===== src/rtl/fp8_outer_mul_pipe.sv =====
// fp8_outer_mul_pipe: 3-stage FP8 (E4M3/E5M2) outer-product multiplier producing exact FP16 products
//   clk, rst (async, active-low)
//   in_valid/in_ready, e5m2mode, in_tag, x[ROWS], y[COLS] : input beat
//   out_valid/out_ready, out_tag, p[ROWS*COLS], p_exc     : result beat, p[(r*COLS+c)] = x[r]*y[c]
module fp8_outer_mul_pipe #(
  parameter int ROWS  = 2,
  parameter int COLS  = 3,
  parameter int TAG_W = 32
) (
  input  logic                    clk,
  input  logic                    rst,
  input  logic                    in_valid,
  output logic                    in_ready,
  input  logic                    e5m2mode,
  input  logic [TAG_W-1:0]        in_tag,
  input  logic [ROWS*8-1:0]       x,
  input  logic [COLS*8-1:0]       y,
  output logic                    out_valid,
  input  logic                    out_ready,
  output logic [TAG_W-1:0]        out_tag,
  output logic [ROWS*COLS*16-1:0] p,
  output logic [ROWS*COLS-1:0]    p_exc
);
  localparam int N = ROWS + COLS;
  localparam int M = ROWS * COLS;
  typedef enum logic [1:0] {ZER, NRM, INF, NAN} cls_t;
  logic en;
  assign en = !(out_valid && !out_ready);
  assign in_ready = en;
  logic [N*8-1:0] ops;
  logic [N-1:0] s0, s1;
  logic [5:0] e0 [N];
  logic [5:0] e1 [N];
  logic [3:0] m0 [N];
  logic [3:0] m1 [N];
  cls_t c0 [N];
  cls_t c1 [N];
  logic v1, v2;
  logic [TAG_W-1:0] t1, t2;
  // operand i < ROWS is x[i], the rest are y[i-ROWS]
  assign ops = {y, x};
  // E5M2 mantissa is padded to 3 bits so both formats share one 4x4 multiplier
  for (genvar i = 0; i < N; i++) begin : g_unp
    logic [7:0] b;
    logic [4:0] ex;
    logic [2:0] mt;
    assign b = ops[i*8 +: 8];
    assign ex = e5m2mode ? b[6:2] : {1'b0, b[6:3]};
    assign mt = e5m2mode ? {b[1:0], 1'b0} : b[2:0];
    assign s0[i] = b[7];
    assign e0[i] = {1'b0, ex} - (e5m2mode ? 6'd15 : 6'd7);
    assign m0[i] = {1'b1, mt};
    assign c0[i] = ex == 5'd0 ? ZER
                 : e5m2mode ? (ex == 5'd31 ? (mt == 3'd0 ? INF : NAN) : NRM)
                 : (ex == 5'd15 && mt == 3'd7 ? NAN : NRM);
  end
  logic [M-1:0] s2n, s2;
  logic [6:0] e2n [M];
  logic [6:0] e2 [M];
  logic [7:0] m2n [M];
  logic [7:0] m2 [M];
  cls_t c2n [M];
  cls_t c2 [M];
  for (genvar k = 0; k < M; k++) begin : g_mul
    localparam int A = k / COLS;
    localparam int B = ROWS + k % COLS;
    assign s2n[k] = s1[A] ^ s1[B];
    assign e2n[k] = {e1[A][5], e1[A]} + {e1[B][5], e1[B]};
    assign m2n[k] = {4'd0, m1[A]} * {4'd0, m1[B]};
    assign c2n[k] = (c1[A] == NAN || c1[B] == NAN || (c1[A] == INF && c1[B] == ZER) || (c1[A] == ZER && c1[B] == INF)) ? NAN
                  : (c1[A] == INF || c1[B] == INF) ? INF
                  : (c1[A] == ZER || c1[B] == ZER) ? ZER : NRM;
  end
  logic [M*16-1:0] pn;
  logic [M-1:0] xn;
  // product is in [1.0, 4.0) scaled by 2^6; bit 7 set means >= 2.0
  for (genvar k = 0; k < M; k++) begin : g_pack
    logic signed [7:0] ee;
    logic [6:0] fr;
    logic [4:0] be;
    logic ov, un;
    assign ee = $signed({e2[k][6], e2[k]}) + $signed({7'd0, m2[k][7]});
    assign fr = m2[k][7] ? m2[k][6:0] : {m2[k][5:0], 1'b0};
    assign be = ee[4:0] + 5'd15;
    assign ov = ee > 8'sd15;
    assign un = ee < -8'sd14;
    assign pn[k*16 +: 16] = c2[k] == NAN ? 16'h7E00
                          : c2[k] == INF ? {s2[k], 15'h7C00}
                          : c2[k] == ZER ? {s2[k], 15'h0000}
                          : ov ? {s2[k], 15'h7BFF}
                          : un ? {s2[k], 15'h0000}
                          : {s2[k], be, fr, 3'b000};
    assign xn[k] = c2[k] == NAN || (c2[k] == NRM && (ov || un));
  end
  always_ff @(posedge clk or negedge rst)
    if (!rst) begin
      v1 <= 1'b0;
      v2 <= 1'b0;
      out_valid <= 1'b0;
      out_tag <= '0;
      p <= '0;
      p_exc <= '0;
    end else if (en) begin
      v1 <= in_valid;
      v2 <= v1;
      out_valid <= v2;
      out_tag <= t2;
      p <= pn;
      p_exc <= xn;
    end
  always_ff @(posedge clk)
    if (en) begin
      t1 <= in_tag;
      s1 <= s0;
      e1 <= e0;
      m1 <= m0;
      c1 <= c0;
      t2 <= t1;
      s2 <= s2n;
      e2 <= e2n;
      m2 <= m2n;
      c2 <= c2n;
    end
endmodule


===== config.mk =====
export PLATFORM = sky130hd
export DESIGN_NAME = fp8_outer_mul_pipe
export DESIGN_NICKNAME = d
export VERILOG_FILES = /design/src/rtl/fp8_outer_mul_pipe.sv
export SDC_FILE = /design/constraint.sdc
export NUM_CORES = 1
export LEC_CHECK = 0
export CAP_MARGIN = 20
export CORE_MARGIN = 2
export CORE_UTILIZATION = 62
export DETAILED_ROUTE_END_ITERATION = 10
export GPL_TIMING_DRIVEN = 0
export PLACE_DENSITY = 0.94
export SYNTH_ARGS = -nofsm -noshare
export SYNTH_HDL_FRONTEND = slang
export SYNTH_SLANG_ARGS = --single-unit

===== constraint.sdc =====
create_clock -name clk -period 24 [get_ports clk]
set_input_delay 4.8 -clock clk [delete_from_list [all_inputs] [get_ports clk]]
set_output_delay 4.8 -clock clk [all_outputs]
set_load 0.01 [all_outputs]

==> out/metrics.csv <==
stage,metric,value,unit
min_path,worst hold path depth,0,
global_route,GRT Residual Overflow,0,
sta,Slew HR,0.276,
drt,DR WL/cell,24.0,um
global_route,met3 global-route usage,0.0665,
cts,Skew-Pair Late Insertion Delay,0.55,ns
cts,clock sinks,357,
power_and_ir_drop,Switching Power,1190,uW
placed_design,Detail Placement HPWL,38.2,mm
placed_design,gpl congestion,0.977,
cells_and_area,final core utilization,0.758,
synthesis,Post-Syn Area,19300,um2
die,Initial Util,0.631,
cells_and_area,area occupied by multi-input gates,8380,um2
sta,setup_tns,0,ns
synthesis,sequential share of the synthesized area,0.522,
status,run status,finished clean,
cts,CTS buffer count,37,
synthesis,Adder-Cell Fraction of Synth Area,0.125,
cts,cts repair resizes,0,
worst_setup_path,critical setup path kind,primary input to output pin,
power_and_ir_drop,Pwr Total,3080,uW
synthesis,Yosys reg bits,357,
cts,"CTS clk-pin slew, worst paths",0.06,ns
cells_and_area,storage element area,10100,um2
min_path,hold path startpoint,t1[20],
synthesis,"EDFF count, synth",232,
sta,Final Hold Fails,0,
sta,period utilisation layout,0.564,
placed_design,Place WS,10.65,ns
power_and_ir_drop,sequential share of power,0.364,
synthesis,Mapped Cells,1683,
die,Die Height,181,um
global_route,vias in the first global route,15700,
sta,clock skew,0.0233,ns
synthesis,synthesized net count,1932,
cells_and_area,Filler Cell Count,1682,
worst_setup_path,slack of the worst reg-to-reg path,20.22,ns
global_route,met2 Use GR,0.580,
min_path,Hold Path Class,flip-flop to flip-flop,
drt,drt drc,0,
worst_setup_path,"critical path fanouts, max",69,
cts,CTS tree,yes,
synthesis,Synth area leader,edfxtp_1,
sta,Final min period,13.53,ns
global_route,initial antenna violation count,0,
drt,Post-DRT Antenna Nets,0,
worst_setup_path,worst reg2reg path depth,12,
synthesis,average size of a mapped cell,11.5,um2
synthesis,"Primary FF master, synth",edfxtp_1,
placed_design,Cells after DPL,2287,
drt,Iteration-0 DRC Markers,1827,
power_and_ir_drop,Combinational Power Share,0.441,
synthesis,post-synth top area share,0.360,
worst_setup_path,CP cell instances,clkdlybuf4s50_1 -> nor2b_1 -> clkbuf_1 -> inv_2 -> clkbuf_1 -> clkbuf_4 -> buf_16 -> buf_16 -> clkdlybuf4s50_1,
placed_design,IO Port Bufs,204,
worst_setup_path,Crit path largest cell delay,0.84,ns
cells_and_area,"non-filler cells, final",2356,
worst_setup_path,startpoint types,primary input,
synthesis,area share of and/or/nand/nor cells after synthesis,0.112,
worst_setup_path,Worst EP required,19.20,ns
cts,hold_buf cts,0,
die,row count,64,
power_and_ir_drop,VDD IR max,0.0000641,V
worst_setup_path,R2R Path End,m2[47],
drt,TritonRoute pass-1 iters,8,
global_route,met1 Resource Use GR,0.421,
worst_setup_path,Arrival @ worst endpoint,8.73,ns
synthesis,"FFs w/ async S/R, synth",0.350,
power_and_ir_drop,P per Cell Area,132,nW/um2
synthesis,Netlist cell types,80,
global_route,GRT Max-Usage Layer,met2,
synthesis,top-count cell post-synth,nand2_1,
synthesis,proportion of synthesized area in mux cells,0.0382,
drt,post-DR vias/cell,6.48,
sta,unrepaired setup endpoints after global routing,false,
drt,vias after detailed routing,15300,
worst_setup_path,RR Startpoint,m1[17],
sta,max frequency,0.0739,GHz
synthesis,yosys warns,0,
synthesis,Post-Synth XOR/XNOR Area,0.0444,
global_route,pin count of the biggest net entering global routing,76,
power_and_ir_drop,Int Pwr,1890,uW
die,number of top-level pins,213,
sta,# setup viols final,0,
synthesis,Compound-Gate Fraction of Synth Area,0.114,
power_and_ir_drop,Clk pwr share,0.195,
drt,final WL,56.6,mm
power_and_ir_drop,Sw Share,0.387,
synthesis,most frequent cells after synthesis,"nand2_1, edfxtp_1, ha_1, inv_1, dfrtp_1",
cells_and_area,# nets final,2179,
synthesis,Synth area leaders,"edfxtp_1, dfrtp_1, ha_1",
cts,Post-CTS Setup Inserts,0,
die,DIE WIDTH,181,um
global_route,Global Route Usage Sum,0.347,
die,Core Region,30700,um2
cts,Clock Path Buffers,3,
cells_and_area,synth-to-layout area growth,20.2,%
worst_setup_path,Crit. End Element,output pin,
cts,Root Driver,clkbuf_16,
cts,H-tree Lvls,2,
global_route,global-route wire length before repair,88.2,mm
worst_setup_path,slowest CP cell,clkbuf_4,
die,die area,32600,um2
power_and_ir_drop,Leak,0.00998,uW
sta,worst slew pin tran,1.09,ns
synthesis,largest family of logic cells by synthesized area,adder cells,
sta,fin worst setup slack,10.47,ns
run,Max Cap Violations,0,
min_path,Hold EP,t2[20],
sta,Pins Over Slew Limit,0,
cells_and_area,layout cells sized above 1,0.0761,
sequential cells by signal, indices dropped and copies added, names as in the netlist:
signal,cells
c2,12
m1,15
p,84
out_tag,32
p_exc,6
t2,32
t1,32
s1,5
e2,42
c1,10
v1,1
e1,30
s2,6
v2,1
out_valid,1
m2,48
worst max path at each step:
stage | slack [ns] | from | end | cells after the start
after floorplan | 7.37 | out_ready | in_ready | 5
after global placement | 2.28 | out_ready | in_ready | 7
after detailed placement | 10.65 | out_ready | in_ready | 9
after CTS | 10.61 | out_ready | in_ready | 9
after global routing | 10.41 | out_ready | in_ready | 9
final | 10.47 | out_ready | in_ready | 9
power by group through the flow:
stage / registers, uW / clock network [uW] / logic [uW]
floorplan: 1110 / 0 / 755
global placement: 1130 / 0 / 1190
detailed placement: 1110 / 0 / 1280
CTS: 1110 / 599 / 1330
global route: 1130 / 628 / 1450
finish: 1120 / 600 / 1360
critical path, delay by kind of cell:
family        cells  cell delay, ns
buf+inv           8            3.79
simple gates      1            0.05
through the flow:
| step | instance area, um2 | hold slack [ns] |
|---|---|---|
| detailed placement | 22000 | 0.405 |
| CTS | 23300 | 0.418 |
| finish | 23300 | 0.419 |
| global route | 23300 | 0.424 |
| floorplan | 19300 | 0.400 |
| global placement | 21900 | 0.401 |
kinds of logic after synthesis:
family	count (synthesis)
flip-flops	357
XOR/XNOR	98
buffers and inverters	212
AND/OR/NAND/NOR	466
multiplexers	70
adder cells (fa/ha/maj)	172
AO/OA/AOI/OAI	308
final cells by class:
type / instances / area share
sequential: 357 / 0.434
multi-input combinational: 1114 / 0.360
timing repair buffer: 208 / 0.0926
clock buffer: 50 / 0.0442
inverter: 134 / 0.0216
tap: 396 / 0.0213
buffer: 78 / 0.0160
clock inverter: 18 / 0.00990
antenna: 1 / 0.000108
cell usage in the layout, fill, tap and decap left out, types with 9 or more instances in the layout:
master	instances
buf_2	16
mux2_2	31
a221o_1	21
mux2i_1	39
a31oi_1	11
a21o_1	29
o21ai_0	39
clkbuf_16	39
a21oi_1	72
o211ai_1	9
dfrtp_1	125
nand4_1	10
clkbuf_1	45
xor2_1	34
buf_4	12
xnor2_1	64
fa_1	36
ha_1	136
clkdlybuf4s50_1	203
o311ai_0	29
inv_1	130
edfxtp_1	232
nand2_1	234
nand3_1	44
buf_1	11
nor2b_1	20
o21bai_1	15
nor2_1	73
and2_1	27
routing by layer:
layer / routed length, um / vias up
li1: - / 6485
met1: 19500 / 7316
met2: 27600 / 1175
met3: 5860 / 296
met4: 3620 / 0
met5: 0 / -
(Power assumes the default switching activity.)
